`src/rtl/lsu_issue_queue_if.sv`:
```
// Payload type and handshake bundle between dispatch/wakeup/ROB sources and the LSU issue queue.
package lsu_issue_queue_pkg;
    localparam int unsigned PREG_W = 6;
    localparam int unsigned ROB_W  = 5;
    localparam int unsigned IMM_W  = 12;

    typedef struct packed {
        logic              is_load;
        logic              is_store;
        logic              rd_used;
        logic [ROB_W-1:0]  rob_tag;
        logic [PREG_W-1:0] prd;
        logic [1:0]        ls_size;
        logic              unsigned_load;
        logic [IMM_W-1:0]  imm;
    } rs_entry_t;
endpackage

interface lsu_issue_queue_if #(
    parameter int unsigned DEPTH  = 8,
    parameter int unsigned NUM_WB = 2
) ();
    localparam int unsigned CNT_W  = $clog2(DEPTH) + 1;
    localparam int unsigned PREG_W = lsu_issue_queue_pkg::PREG_W;
    localparam int unsigned ROB_W  = lsu_issue_queue_pkg::ROB_W;

    logic                                flush_i;
    logic                                disp_valid_i;
    logic                                disp_ready_o;
    lsu_issue_queue_pkg::rs_entry_t      disp_entry_i;
    logic [PREG_W-1:0]                   disp_prs1_i;
    logic [PREG_W-1:0]                   disp_prs2_i;
    logic                                disp_rdy1_i;
    logic                                disp_rdy2_i;
    logic [NUM_WB-1:0]                   wb_valid_i;
    logic [NUM_WB-1:0]                   wb_rd_used_i;
    logic [NUM_WB-1:0][PREG_W-1:0]       wb_prd_i;
    logic [ROB_W-1:0]                    rob_head_tag_i;
    logic                                issue_valid_o;
    lsu_issue_queue_pkg::rs_entry_t      issue_entry_o;
    logic [PREG_W-1:0]                   issue_prs1_o;
    logic [PREG_W-1:0]                   issue_prs2_o;
    logic [CNT_W-1:0]                    count_o;

    modport master (
        output flush_i, disp_valid_i, disp_entry_i, disp_prs1_i, disp_prs2_i,
               disp_rdy1_i, disp_rdy2_i, wb_valid_i, wb_rd_used_i, wb_prd_i, rob_head_tag_i,
        input  disp_ready_o, issue_valid_o, issue_entry_o, issue_prs1_o, issue_prs2_o, count_o
    );

    modport slave (
        input  flush_i, disp_valid_i, disp_entry_i, disp_prs1_i, disp_prs2_i,
               disp_rdy1_i, disp_rdy2_i, wb_valid_i, wb_rd_used_i, wb_prd_i, rob_head_tag_i,
        output disp_ready_o, issue_valid_o, issue_entry_o, issue_prs1_o, issue_prs2_o, count_o
    );
endinterface

```
`src/rtl/lsu_issue_queue.sv`:
```
// In-order load/store issue queue: FIFO of dispatched memory ops with operand wakeup,
// issuing the head to the LSU once operands (and, for stores, ROB-head status) allow.
module lsu_issue_queue
    import lsu_issue_queue_pkg::*;
#(
    parameter int unsigned DEPTH  = 8,
    parameter int unsigned NUM_WB = 2
) (
    input  logic             clk,
    input  logic             rst_n,
    lsu_issue_queue_if.slave q
);
    localparam int unsigned PTR_W = $clog2(DEPTH);
    localparam int unsigned CNT_W = PTR_W + 1;

    rs_entry_t         payload_q [DEPTH];
    logic [PREG_W-1:0] prs1_q    [DEPTH];
    logic [PREG_W-1:0] prs2_q    [DEPTH];
    logic [DEPTH-1:0]  valid_q, rdy1_q, rdy2_q;
    logic [DEPTH-1:0]  valid_d, rdy1_d, rdy2_d;
    logic [PTR_W-1:0]  head_q, tail_q;
    logic [CNT_W-1:0]  count_q;

    logic [DEPTH-1:0]  wake1, wake2;
    logic              disp_wake1, disp_wake2;
    rs_entry_t         head_entry;
    logic              head_ok;
    logic              issue_fire;
    logic              disp_fire;

    // Head eligibility: loads need only the base; stores also need data and ROB-head status.
    assign head_entry = payload_q[head_q];
    assign head_ok    = valid_q[head_q] && rdy1_q[head_q] &&
                        (head_entry.is_load ||
                         (rdy2_q[head_q] && (head_entry.rob_tag == q.rob_head_tag_i)));
    assign issue_fire = head_ok && !q.flush_i;

    assign q.issue_valid_o = issue_fire;
    assign q.issue_entry_o = issue_fire ? head_entry : '0;
    assign q.issue_prs1_o  = prs1_q[head_q];
    assign q.issue_prs2_o  = prs2_q[head_q];
    assign q.count_o       = count_q;
    // Only the registered count gates dispatch; a same-cycle pop does not open a slot.
    assign q.disp_ready_o  = (count_q < CNT_W'(DEPTH));
    assign disp_fire       = q.disp_valid_i && q.disp_ready_o && !q.flush_i;

    // Writeback tag match against live entries and the op being dispatched this cycle.
    always_comb begin
        wake1      = '0;
        wake2      = '0;
        disp_wake1 = 1'b0;
        disp_wake2 = 1'b0;
        for (int p = 0; p < int'(NUM_WB); p++) begin
            if (q.wb_valid_i[p] && q.wb_rd_used_i[p]) begin
                for (int i = 0; i < int'(DEPTH); i++) begin
                    if (valid_q[i] && (prs1_q[i] == q.wb_prd_i[p])) wake1[i] = 1'b1;
                    if (valid_q[i] && (prs2_q[i] == q.wb_prd_i[p])) wake2[i] = 1'b1;
                end
                if (q.disp_prs1_i == q.wb_prd_i[p]) disp_wake1 = 1'b1;
                if (q.disp_prs2_i == q.wb_prd_i[p]) disp_wake2 = 1'b1;
            end
        end
    end

    // Next valid/ready vectors: wakeups, then dispatch at tail, then pop at head.
    always_comb begin
        valid_d = valid_q;
        rdy1_d  = rdy1_q | wake1;
        rdy2_d  = rdy2_q | wake2;
        if (disp_fire) begin
            valid_d[tail_q] = 1'b1;
            rdy1_d[tail_q]  = q.disp_rdy1_i | disp_wake1;
            rdy2_d[tail_q]  = q.disp_rdy2_i | disp_wake2;
        end
        if (issue_fire) begin
            valid_d[head_q] = 1'b0;
            rdy1_d[head_q]  = 1'b0;
            rdy2_d[head_q]  = 1'b0;
        end
    end

    always_ff @(posedge clk or negedge rst_n) begin
        if (!rst_n) begin
            head_q  <= '0;
            tail_q  <= '0;
            count_q <= '0;
            valid_q <= '0;
            rdy1_q  <= '0;
            rdy2_q  <= '0;
            for (int i = 0; i < int'(DEPTH); i++) begin
                payload_q[i] <= '0;
                prs1_q[i]    <= '0;
                prs2_q[i]    <= '0;
            end
        end else if (q.flush_i) begin
            head_q  <= '0;
            tail_q  <= '0;
            count_q <= '0;
            valid_q <= '0;
            rdy1_q  <= '0;
            rdy2_q  <= '0;
        end else begin
            valid_q <= valid_d;
            rdy1_q  <= rdy1_d;
            rdy2_q  <= rdy2_d;
            if (disp_fire) begin
                payload_q[tail_q] <= q.disp_entry_i;
                prs1_q[tail_q]    <= q.disp_prs1_i;
                prs2_q[tail_q]    <= q.disp_prs2_i;
                tail_q            <= tail_q + PTR_W'(1);
            end
            if (issue_fire) head_q <= head_q + PTR_W'(1);
            case ({disp_fire, issue_fire})
                2'b10:   count_q <= count_q + CNT_W'(1);
                2'b01:   count_q <= count_q - CNT_W'(1);
                default: count_q <= count_q;
            endcase
        end
    end
endmodule

```
`src/flat_wrapper.sv`:
```
// flat-port wrapper written by rule: the top's interface ports become plain ports
module lsu_issue_queue_flat import lsu_issue_queue_pkg::*;
#(
    parameter int unsigned DEPTH  = 8,
    parameter int unsigned NUM_WB = 2
)
  (clk, rst_n, q_flush_i, q_disp_valid_i, q_disp_entry_i, q_disp_prs1_i, q_disp_prs2_i, q_disp_rdy1_i, q_disp_rdy2_i, q_wb_valid_i, q_wb_rd_used_i, q_wb_prd_i, q_rob_head_tag_i, q_disp_ready_o, q_issue_valid_o, q_issue_entry_o, q_issue_prs1_o, q_issue_prs2_o, q_count_o);
  lsu_issue_queue_if #(.DEPTH(DEPTH), .NUM_WB(NUM_WB)) q_i ();
  input  logic clk;
  input  logic rst_n;
  input wire logic [$bits(q_i.flush_i)-1:0] q_flush_i;
  input wire logic [$bits(q_i.disp_valid_i)-1:0] q_disp_valid_i;
  input wire logic [$bits(q_i.disp_entry_i)-1:0] q_disp_entry_i;
  input wire logic [$bits(q_i.disp_prs1_i)-1:0] q_disp_prs1_i;
  input wire logic [$bits(q_i.disp_prs2_i)-1:0] q_disp_prs2_i;
  input wire logic [$bits(q_i.disp_rdy1_i)-1:0] q_disp_rdy1_i;
  input wire logic [$bits(q_i.disp_rdy2_i)-1:0] q_disp_rdy2_i;
  input wire logic [$bits(q_i.wb_valid_i)-1:0] q_wb_valid_i;
  input wire logic [$bits(q_i.wb_rd_used_i)-1:0] q_wb_rd_used_i;
  input wire logic [$bits(q_i.wb_prd_i)-1:0] q_wb_prd_i;
  input wire logic [$bits(q_i.rob_head_tag_i)-1:0] q_rob_head_tag_i;
  output wire logic [$bits(q_i.disp_ready_o)-1:0] q_disp_ready_o;
  output wire logic [$bits(q_i.issue_valid_o)-1:0] q_issue_valid_o;
  output wire logic [$bits(q_i.issue_entry_o)-1:0] q_issue_entry_o;
  output wire logic [$bits(q_i.issue_prs1_o)-1:0] q_issue_prs1_o;
  output wire logic [$bits(q_i.issue_prs2_o)-1:0] q_issue_prs2_o;
  output wire logic [$bits(q_i.count_o)-1:0] q_count_o;
  assign q_i.flush_i = q_flush_i;
  assign q_i.disp_valid_i = q_disp_valid_i;
  assign q_i.disp_entry_i = q_disp_entry_i;
  assign q_i.disp_prs1_i = q_disp_prs1_i;
  assign q_i.disp_prs2_i = q_disp_prs2_i;
  assign q_i.disp_rdy1_i = q_disp_rdy1_i;
  assign q_i.disp_rdy2_i = q_disp_rdy2_i;
  assign q_i.wb_valid_i = q_wb_valid_i;
  assign q_i.wb_rd_used_i = q_wb_rd_used_i;
  assign q_i.wb_prd_i = q_wb_prd_i;
  assign q_i.rob_head_tag_i = q_rob_head_tag_i;
  assign q_disp_ready_o = q_i.disp_ready_o;
  assign q_issue_valid_o = q_i.issue_valid_o;
  assign q_issue_entry_o = q_i.issue_entry_o;
  assign q_issue_prs1_o = q_i.issue_prs1_o;
  assign q_issue_prs2_o = q_i.issue_prs2_o;
  assign q_count_o = q_i.count_o;
  lsu_issue_queue #(.DEPTH(DEPTH), .NUM_WB(NUM_WB)) u_core (.clk(clk), .rst_n(rst_n), .q(q_i));
endmodule
```
`config.mk`:
```
export PLATFORM = sky130hd
export DESIGN_NAME = lsu_issue_queue_flat
export DESIGN_NICKNAME = d
export VERILOG_FILES = /design/src/rtl/lsu_issue_queue_if.sv /design/src/rtl/lsu_issue_queue.sv /design/src/flat_wrapper.sv
export SDC_FILE = /design/constraint.sdc
export NUM_CORES = 1
export LEC_CHECK = 0
export CORE_UTILIZATION = 55
export CTS_BUF_LIST = sky130_fd_sc_hd__clkbuf_4 sky130_fd_sc_hd__clkbuf_8
export DETAILED_ROUTE_END_ITERATION = 16
export DONT_BUFFER_PORTS = 1
export GPL_TIMING_DRIVEN = 0
export HOLD_SLACK_MARGIN = 0.02
export PLACE_DENSITY = 0.7
export SLEW_MARGIN = 40
export SYNTH_ARGS = -nofsm -noshare
export SYNTH_HDL_FRONTEND = slang
export SYNTH_SLANG_ARGS = --single-unit
```
`constraint.sdc`:
```
create_clock -name clk -period 9.7 [get_ports clk]
set_input_delay 1.94 -clock clk [delete_from_list [all_inputs] [get_ports clk]]
set_output_delay 1.94 -clock clk [all_outputs]
set_load 0.1 [all_outputs]
```
======== After elaboration in Yosys (flattened, before gate mapping) ========
Cells that the tools add are included.
storage, ports and cells
  register bits after elaboration ......... 362
  input port bits ......................... 68
  output and inout bits ................... 47
  word-level logic and storage cells ...... 286
operators by class
  add/sub/neg operators ................... 4
  magnitude comparators ................... 8
  eq/ne operators ......................... 39
  mux-type cells .......................... 88
  bitwise gates (word level) .............. 12
  reductions and logical operators ........ 49
operators with widths
  cell                                                                          number
  232-bit bitwise mux                                                           1
  6-bit equality test                                                           36
  29-bit 2-to-1 mux                                                             4
  8-bit 2-to-1 mux                                                              13
  48-bit bitwise mux                                                            2
  29-bit binary-select mux with 3-bit select                                    1
  29-bit demux with 3-bit select                                                1
  1-bit 2-to-1 mux                                                              45
  1-bit logical AND                                                             43
  6-bit binary-select mux with 3-bit select                                     2
  6-bit 2-to-1 mux                                                              5
  8-bit AND                                                                     3
  8-bit OR                                                                      3
  6-bit demux with 3-bit select                                                 1
  8-bit bitwise mux                                                             2
  3-bit 2-to-1 mux                                                              4
  1-bit binary-select mux with 3-bit select                                     3
  4-bit greater-or-equal comparator, second input constant                      2
  3-bit by 4-bit less-than comparator with 1-bit output, second input constant  2
  3-bit inverter with 4-bit output                                              2
  8-bit inverter                                                                1
  4-bit one-hot mux with 2 select lines                                         1
  3-bit by 1-bit adder with 3-bit output, second input constant                 2
  1-bit demux with 3-bit select                                                 2
  16 further kinds                                                              19

======== Longest topological paths before layout ========
Gate-level depths: netlist of run 1.
  depth after elaboration ................. 12
  mapped depth ............................ 16
  gate-level depth less buffers ........... 13

======== Worst setup path before layout of run 1 ========
Ideal clock, no wire load.
  path kind ............................... input -> output
  start point ............................. in q_flush_i
  end point ............................... out q_issue_entry_o[22]
  arrival ................................. 6.120 ns
  slack ................................... 1.640 ns
  cell stages on the path ................. 4
  path through ............................ nor3_1 > a41oi_2 > buf_4 > a21oi_1
on the way
  word-level cells in the longest chain between the ends .. 3
RTL lines
  item               line                   RTL
  start, declared    flat_wrapper.sv:11     input wire logic [$bits(q_i.flush_i)-1:0] q_flush_i;
  1-bit zero test    lsu_issue_queue.sv:36  assign issue_fire = head_ok && !q.flush_i;
  1-bit logical AND  lsu_issue_queue.sv:36
  29-bit 2-to-1 mux  lsu_issue_queue.sv:39  assign q.issue_entry_o = issue_fire ? head_entry : '0;
  end, declared      flat_wrapper.sv:24     output wire logic [$bits(q_i.issue_entry_o)-1:0] q_issue_entry_o;
Every way passes these cells.

======== Final worst setup path of run 1 ========
  start point ............................. reg u_core.head_q[0]
  end point ............................... out q_issue_entry_o[27]
on the way
  word-level cells in the longest chain between the ends .. 10
  elaborated cells on any way between the ends .. 17
RTL lines
  item                                                    line                    RTL
  start, declared                                         lsu_issue_queue.sv:21   logic [PTR_W-1:0] head_q, tail_q;
  start signal, assigned                                  lsu_issue_queue.sv:112  if (issue_fire) head_q <= head_q + PTR_W'(1);
  3-bit inverter with 4-bit output (not written as such)  lsu_issue_queue.sv:32   assign head_entry = payload_q[head_q];
  29-bit binary-select mux with 3-bit select              lsu_issue_queue.sv:32
  29-bit 2-to-1 mux (not written as such) (2 in series)   lsu_issue_queue.sv:32
  5-bit equality test                                     lsu_issue_queue.sv:35   (rdy2_q[head_q] && (head_entry.rob_tag == q.rob_head_tag_i)));
  1-bit logical AND                                       lsu_issue_queue.sv:35
  1-bit logical OR                                        lsu_issue_queue.sv:34   (head_entry.is_load ||
  1-bit logical AND                                       lsu_issue_queue.sv:33   assign head_ok = valid_q[head_q] && rdy1_q[head_q] &&
  1-bit logical AND                                       lsu_issue_queue.sv:36
  29-bit 2-to-1 mux (*)                                   lsu_issue_queue.sv:39
Every way passes the cells marked *; elsewhere a longest branch is shown, timed or not. The select of a mux whose other input is x is not followed.

==> metrics.txt, run 1 <==
maximum VDD drop=0.0001799 V; Post-Route WL=57080 µm; # diodes=0; number of distinct library cells after synthesis=57; Root Driver=clkbuf_8; Peak Freq=0.1608 GHz; run status=finished clean; routed len/inst=26.56 µm; sequential-to-total area share from yosys stat=0.4833; layout cells sized above 1=0.3216; multiplexer share of the synthesized area=0.2183; number of port buffers=0; Top FF cell, synth=dfrtp_1; syn nets=1648; hold_buf cts=0; Total Routing Usage GR=0.3332; post-synthesis xor/xnor area fraction=0.1056; Crit Path Class=register to output port; CTS-repair resized insts=0; syn_area_per_cell=11.89 µm²; MaxCap Viol Count=0; Critical Path Sink Type=output port; post-DP HPWL=39050 µm; TritonCTS clock tree=done; critical-path maximum fanout=10; Clk Latency, worst-skew pair=0.68 ns; fin util=0.6353; clock transition at the registers of the reported paths=0.07 ns; RSZ-0062 raised after global routing=no; routability cong.=0.9719; CP max stage cell=nor2_1; top-area cell type share of the netlist area=0.4833; fin crit share=0.6412; pin slew with the least headroom to its limit=0.9033 ns; Tmin final=6.220 ns; critical path, cell by cell=buf_6 -> buf_4 -> buf_4 -> nand2_1 -> nor2_1 -> a221oi_2 -> nor3_2 -> a41oi_2 -> buf_4 -> buf_4 -> nor2_4; Layout Skew=0.03991 ns; Post-synth EDFFs=0; initial core utilization=0.5590; antenna violations before repair=0; synth cell count leaders=dfrtp_1, mux2_2, xnor2_1, xor2_1, o22ai_1; largest family of logic cells by synthesized area=multiplexers; P per Cell Area=202.5 nW/µm²; placed inst area=19870 µm²; detailed-route via count=13670; Final Max Tran Viols=0; die height=186.6 µm; DRT iter0 DRCs=1483; Critical Path RT=7.76 ns; routed vias/inst=6.359; largest net degree at the start of global routing=363; final standard cell area without fillers=21300 µm²; # DRC=0; die area=34820 µm²; Crit path top cell by count=buf_4; Max clock buf depth=3; top post-synthesis cells by area=dfrtp_1, mux2_2, xnor2_1; Layout area overhead=13.64%; setup TNS=0 ns; Synth Area in Compound Gates=0.08684; grt total ovfl=0; Die Wd=186.6 µm; adder-cell share of the synthesized area=0.002670; Post-DRT Antenna Nets=0; Synth area leader=dfrtp_1; Critical Path Source Type=register; vias in the first global route=13890; leakage=9.571 nW; synthesis-stage register bit count=362; global-route wire length before repair=87580 µm; Synth Area in Simple Gates=0.07336; DRT Pass-1 Iters=6; CTS H-tree lvls=2; Placed Cells=2039; Syn Inst Count=1576; clk sink count=362; nets@finish=1724; core area=33530 µm²; worst min path class=register to register; Final Hold Vio Count=0; count leader, synth=dfrtp_1; num ports=115; # rows=67; Yosys Warn Count=0; CP arrival=4.28 ns; Cell Area, Synth=18740 µm²; Max stage delay on crit path=0.58 ns; Rel. slew slack=0.3978; endpoints failing setup=0; FFs w/ async S/R, synth=1.000; CTS buffer count=59; final cell count without fillers=2149; setup repair bufs after CTS=0
==> registers in the layout (all words and copies together), names as in the netlist <==
register	flops
u_core.prs1_q	48
u_core.tail_q	3
u_core.payload_q	232
u_core.head_q	3
u_core.prs2_q	48
u_core.valid_q	8
u_core.rdy2_q	8
u_core.q.count_o	4
u_core.rdy1_q	8
==> cells by family after synthesis <==
group	after synthesis
DFF	362
xor gates and xnor gates	226
AOI/OAI and AO/OA	234
and+or+nand+nor	259
muxes	360
buffers and inverters	131
adders and majority gates	4
==> power by group <==
group / switching (mW) / internal [mW]
clock: 0.638 / 0.922
combinational: 0.392 / 0.406
sequential: 0.214 / 1.74
==> routing by layer <==
metal | part of all wire | GRT usage | wire length [µm]
met1 | 0.43 | 0.4727 | 24820
met2 | 0.45 | 0.5037 | 25970
met3 | 0.082 | 0.07768 | 4687
met4 | 0.028 | 0.1129 | 1601
met5 | 0 | 0 | 0
==> final timing paths <==
kind	from	endpoint	slack, ns	cells after the start
max reg2reg	u_core.q.count_o[3]$_DFFE_PN0P_	u_core.payload_q[5]$_DFFE_PN0P_	5.51	7
max	u_core.head_q[0]$_DFFE_PN0P_	q_issue_entry_o[27]	3.48	11
min	u_core.payload_q[108]$_DFFE_PN0P_	u_core.payload_q[108]$_DFFE_PN0P_	0.50	1
max in group asynchronous	rst_n	u_core.payload_q[102]$_DFFE_PN0P_	8.13	0
min in group asynchronous	rst_n	u_core.prs2_q[2]$_DFFE_PN0P_	0.96	0
min reg2reg	u_core.payload_q[108]$_DFFE_PN0P_	u_core.payload_q[108]$_DFFE_PN0P_	0.50	1
==> stage by stage <==
stage,setup slack (ns),power (mW),hold slack (ns)
after floorplan,1.640,2.502,0.4737
after global placement,1.137,2.635,0.4822
after detailed placement,3.783,2.765,0.4911
after CTS,3.532,4.327,0.5072
after global routing,3.361,4.479,0.5173
final,3.480,4.313,0.5047
==> critical path, delay by kind of cell, from the launching register on <==
| family | cells | cell delay, ns |
|---|---|---|
| AO/OA/AOI/OAI | 2 | 0.36 |
| AND/OR/NAND/NOR | 4 | 1.61 |
| flip-flops | 1 | 0.38 |
| buffers and inverters | 5 | 1.24 |
==> placed cells by master (no fill, tap or decap), drive strengths merged, types with 4 or more instances in the layout <==
cell type,Yosys,final
dfrtp,362,362
mux2,334,334
clkbuf,87,184
xnor2,114,114
xor2,112,112
o22ai,94,94
nor2,87,87
a22oi,50,50
nand4,46,46
buf,31,46
a21oi,40,40
nor4,36,36
nand2,26,26
or4,23,23
mux2i,21,21
inv,13,15
a211oi,15,15
nor3,10,10
nor2b,9,9
a21o,9,9
mux4,5,5
nand2b,5,5
o21ai,5,5
bufinv,0,5
and3,4,4
ha,4,4
clkinv,0,4
a221oi,4,4
==> cell type report <==
type	count	area (µm²)
Buffer	118	534.3
Clock buffer	97	1204
Clock inverter	13	217.7
Fill cell	2755	12230
Inverter	13	48.80
Multi-Input combinational cell	1083	9343
Sequential cell	362	9064
Tap cell	448	560.5
Timing Repair Buffer	15	330.3
No activity file was read; power rests on OpenSTA's default activity.
==> inputs of run 2 (changes only) <==
- clock period: 9.7 -> 5.8 ns (I/O delays scaled with it)
==> run 2 against run 1 <==
Net effect:
- sequential power rose by 67%
- clock power rose by 52%
- clock-buffer cell count is the same
- largest cell class unchanged
- sequential share of layout area increased by 0.29 points
- combinational power grew 67%
- clock skew down 0.0034 ns
- wire length is essentially flat
- critical path type unchanged
- worst setup slack got worse by 3.1 ns
- non-clock buffer count shrank 1
==> metrics.txt, run 2 (synthesis results as in run 1) <==
run status=finished clean; CP arrival=4.30 ns; DRT iter0 DRCs=1265; fin util=0.6310; Top delay family on crit path=simple AND/OR/NAND/NOR gates; Crit path top cell by count=buf_2; Most flops, register=u_core.payload_q; critical path, cell by cell=buf_2 -> buf_2 -> clkbuf_1 -> nand2_1 -> buf_1 -> o22ai_1 -> or4_1 -> nor2_4; global-route wire length before repair=86900 µm; die height=186.6 µm; Final Max Tran Viols=0; vias in the first global route=14080; highest-count cells in the layout ignoring fill and taps=dfrtp_1, mux2_2, xnor2_1, xor2_1, o22ai_1; CTS H-tree lvls=2; P_sw=2.056 mW; CTS-repair resized insts=0; CP max stage cell=buf_1; largest net degree at the start of global routing=363; Logic pwr share=0.191; area of the multi-input gates=9349 µm²; Clk Latency, worst-skew pair=0.67 ns; Reg power frac=0.470; most common cell after layout, fill and taps aside=dfrtp_1; Max stage delay on crit path=0.70 ns; number of port buffers=0; # diodes=0; Rel. slew slack=0.3618; die area=34820 µm²; routed vias/inst=6.461; Root Driver=clkbuf_8; Total Routing Usage GR=0.3301; maximum VDD drop=0.0003144 V; pin slew with the least headroom to its limit=0.9573 ns; clock transition at the registers of the reported paths=0.06 ns; Layout Skew=0.03649 ns; antenna violations before repair=0; setup repair bufs after CTS=0; Top Registers=u_core.payload_q: 232 flops, u_core.prs1_q: 48 flops, u_core.prs2_q: 48 flops; Post-DRT Antenna Nets=0; Die Wd=186.6 µm; critical-path maximum fanout=10; Tmin final=5.464 ns; TritonCTS clock tree=done; P per Cell Area=329.8 nW/µm²; Setup WS pre-CTS=1.101 ns; RSZ-0062 raised after global routing=no; # rows=67; detailed-route via count=13830; Largest register FFs=232; core area=33530 µm²; leakage=9.506 nW; initial core utilization=0.5590; # DRC=0; internal power=4.921 mW; routed len/inst=26.67 µm; Seq. cell area=9064 µm²; Layout area overhead=12.88%; Max clock buf depth=3; worst setup margin=0.3361 ns; Clock power frac=0.340; routability cong.=0.9653; endpoints failing setup=0; filler instances=2661; Post-Route WL=57100 µm; Critical Path Source Type=register; setup TNS=0 ns; Final Hold Vio Count=0; worst min path class=input pin to asynchronous set/reset pin; Peak Freq=0.1830 GHz; DRT Pass-1 Iters=5; MaxCap Viol Count=0; Crit Path Class=register to output port; Critical Path Sink Type=output port; nets@finish=1723; hold_buf cts=0; fin crit share=0.9421; Critical Path RT=4.64 ns; clk sink count=362; CTS buffer count=59; Net Sw Frac=0.2946; grt total ovfl=0; post-DP HPWL=38560 µm; layout cells sized above 1=0.3190; Buf/Inv on CP=4; num ports=115
## run 2: cell types whose count changed in the layout (fill, tap and decap cells not counted), moves of 2 or more
cell	before	now
clkbuf_8	76	79
bufinv_16	5	0
clkinv_2	4	2
clkbuf_1	74	72
buf_2	9	7
clkbuf_2	13	16
clkbuf_4	21	18
## run 2: cell type report
| class | instances | share of cell area |
|---|---|---|
| Clock inverter | 6 | 0.002779 |
| Multi-Input combinational cell | 1083 | 0.4419 |
| Clock buffer | 97 | 0.05778 |
| Timing Repair Buffer | 14 | 0.01508 |
| Sequential cell | 362 | 0.4284 |
| Inverter | 13 | 0.002306 |
| Buffer | 118 | 0.02531 |
| Tap cell | 448 | 0.02649 |
## run 2: metal layers
metal | global-route usage | wire length [µm] | up-vias
met5 | 0 | 0 | -
met4 | 0.1204 | 1648 | 0
met3 | 0.06545 | 4764 | 100
met2 | 0.5111 | 26240 | 608
met1 | 0.4623 | 24450 | 7213
li1 | - | - | 5913
## run 2: power by group through the flow
stage | clock network [mW] | logic [mW] | registers, mW
after global routing | 2.51 | 1.42 | 3.31
after global placement | 0 | 1.13 | 3.27
final | 2.37 | 1.33 | 3.28
after floorplan | 0 | 0.998 | 3.19
after CTS | 2.40 | 1.33 | 3.26
after detailed placement | 0 | 1.33 | 3.29
## run 2: final timing paths
kind,end,from,cells past startpoint,slack (ns)
hold reg to reg,u_core.payload_q[166]$_DFFE_PN0P_,u_core.payload_q[166]$_DFFE_PN0P_,1,0.50
max in group asynchronous,u_core.prs1_q[9]$_DFFE_PN0P_,rst_n,0,4.80
min in group clk,u_core.payload_q[166]$_DFFE_PN0P_,u_core.payload_q[166]$_DFFE_PN0P_,1,0.50
setup reg to reg,u_core.payload_q[7]$_DFFE_PN0P_,u_core.q.count_o[3]$_DFFE_PN0P_,7,1.78
setup / recovery,q_issue_entry_o[20],u_core.head_q[2]$_DFFE_PN0P_,8,0.34
hold / removal,u_core.prs2_q[42]$_DFFE_PN0P_,rst_n,0,0.19
## run 2: per-stage QoR
step | power, mW | instances | area, µm² | hold WS (ns)
3_3_place_gp | 4.407 | 2024 | 19310 | 0.4832
5_1_grt | 7.237 | 2141 | 21160 | 0.1688
4_1_cts | 6.989 | 2141 | 21150 | 0.1484
6_report | 6.977 | 2141 | 21160 | 0.1904
3_5_place_dp | 4.619 | 2038 | 19870 | 0.4899
2_1_floorplan | 4.185 | 1576 | 18750 | 0.4737
==> inputs of run 3 (changes only) <==
- GPL_ROUTABILITY_DRIVEN: default -> 1
- SETUP_SLACK_MARGIN: default -> 0.15
==> results of run 3 <==
Final layout, timing and power as in run 2 (identical DEF).
==> RTL change (config.mk and constraints of run 3) <==
Set the package constant `IMM_W` to 14 (it was 12).
--- a/src/rtl/lsu_issue_queue_if.sv
+++ b/src/rtl/lsu_issue_queue_if.sv
@@ -4,3 +4,3 @@
     localparam int unsigned ROB_W  = 5;
-    localparam int unsigned IMM_W  = 12;
+    localparam int unsigned IMM_W  = 14;
 
Ports: changed (resized q_disp_entry_i and q_issue_entry_o); port bits go from 115 to 119. No check against the original RTL was run, so the function may have changed too.
==> RTL change against run 3 <==
Utilization grew 1.1 points. Critical endpoint is now q_issue_entry_o[29]. Cell area grew 4.6%. Worst setup slack lost 140 ps. Routed wire length grew 6.3%. Sequential power grew 4%. Sequential cell count grew 16. Critical path depth grew 2. Global-route usage grew 1.6 points. First-iteration DRC count shrank 8.2%. Area after synthesis grew 2.5%. Sequential share of layout area shrank 0.085 points. Cell count grew 1.8%. Via count grew 2.5%. Total power grew 4.2%.
==> RTL change: results (changes against run 3) <==
{| class="wikitable"
! Metric !! Value
|-
| Proportion of cell area occupied by multi-input gates || 43.30% (was 44.19%)
|-
| Starting DRT DRC Count || 1161 (was 1265)
|-
| Number of multi-input combinational cells in the layout || 1075 (was 1083)
|-
| Met2 Resource Use GR || 54.50% (was 51.11%)
|-
| Signal inverters || 12 (was 13)
|-
| Worst Hold Margin || 247.9 ps (was 190.4 ps)
|-
| Clock-cell share of area || 6.319% (was 6.056%)
|-
| Sequential share of the synthesized area || 49.22% (was 48.33%)
|-
| Share of cells above drive strength 1 || 34.22% (was 31.90%)
|-
| Slew Limit Headroom || 29.93% (was 36.18%)
|-
| Net Switching || 2143 uW (was 2056 uW)
|-
| Seq cells || 378 (was 362)
|-
| Number of distinct standard cells referenced by the synthesized netlist || 56 (was 57)
|-
| Final-layout fill cell count || 2673 (was 2661)
|-
| GR Util met1 || 47.33% (was 46.23%)
|-
| P&R area growth vs syn || 15.17% (was 12.88%)
|-
| Routed met3 length || 4.508 mm (was 4.764 mm)
|-
| Count of mapped cells out of synthesis || 1588 (was 1576)
|-
| Smallest setup slack after layout || 198.0 ps (was 336.1 ps)
|-
| Post-detailed-route via-to-cell ratio || 6.508 (was 6.461)
|-
| Wire length of the first global-routing pass || 91.94 mm (was 86.90 mm)
|-
| Met2 layer wire length in the routed design || 28.46 mm (was 26.24 mm)
|-
| Status || complete, no violations (unchanged)
|-
| Post-placement cell count || 2066 (was 2038)
|-
| Total Routing Usage GR || 34.64% (was 33.01%)
|-
| Logic pwr share || 17.7% (was 19.1%)
|-
| Regs by FF count || u_core.payload_q: 248 flops, u_core.prs1_q: 48 flops, u_core.prs2_q: 48 flops (was u_core.payload_q: 232 flops, u_core.prs1_q: 48 flops, u_core.prs2_q: 48 flops)
|-
| Non-clock buffer share of cell area || 4.838% (was 4.039%)
|-
| Commonest cells post-synth || dfrtp_1, mux2_2, xor2_1 (was dfrtp_1, mux2_2, xnor2_1)
|-
| First element of the critical path || u_core.head_q[1]$_DFFE_PN0P_ (was u_core.head_q[2]$_DFFE_PN0P_)
|-
| Non-CTS buffers || 146 (was 132)
|-
| Gate family responsible for the most delay along the worst path || buffers and inverters (was simple AND/OR/NAND/NOR gates)
|-
| FF-to-FF setup slack || 1420 ps (was 1780 ps)
|-
| Total CTS buffers || 66 (was 59)
|-
| Worst vdd ir || 0.2495 mV (was 0.3144 mV)
|-
| Slowest CP cell || nor4_4 (was buf_1)
|}
==> RTL change: cell types whose count changed after synthesis, moves of 13 or more <==
cell	run 3	this run
dfrtp_1	362	378
mux2_2	332	346
nand2_1	25	47
nor2_1	87	40
nor4_1	36	51
o221ai_1	0	16
o22a_1	0	15
o22ai_1	94	66
or4_1	23	10
==> RTL change: kinds of logic (layout without fill, tap and decap cells) <==
kind of cell / Yosys count / after routing / synth area share (%)
XOR/XNOR: 224 / 224 / 10.21
adder cells (fa/ha/maj): 4 / 4 / 0.2604
flip-flops: 378 / 378 / 49.22
buffers and inverters: 135 / 271 / 2.702
multiplexers: 374 / 374 / 22.09
AO/OA/AOI/OAI: 231 / 231 / 8.691
AND/OR/NAND/NOR: 242 / 242 / 6.829
==> RTL change: what timing repair did <==
| item | 4_1_cts | 5_1_grt |
|---|---|---|
| pin swaps | 0 | 3 |
| resized for setup | 27 | 12 |
| hold endpoints to repair | 0 | 0 |
| setup endpoints to repair | 31 | 30 |
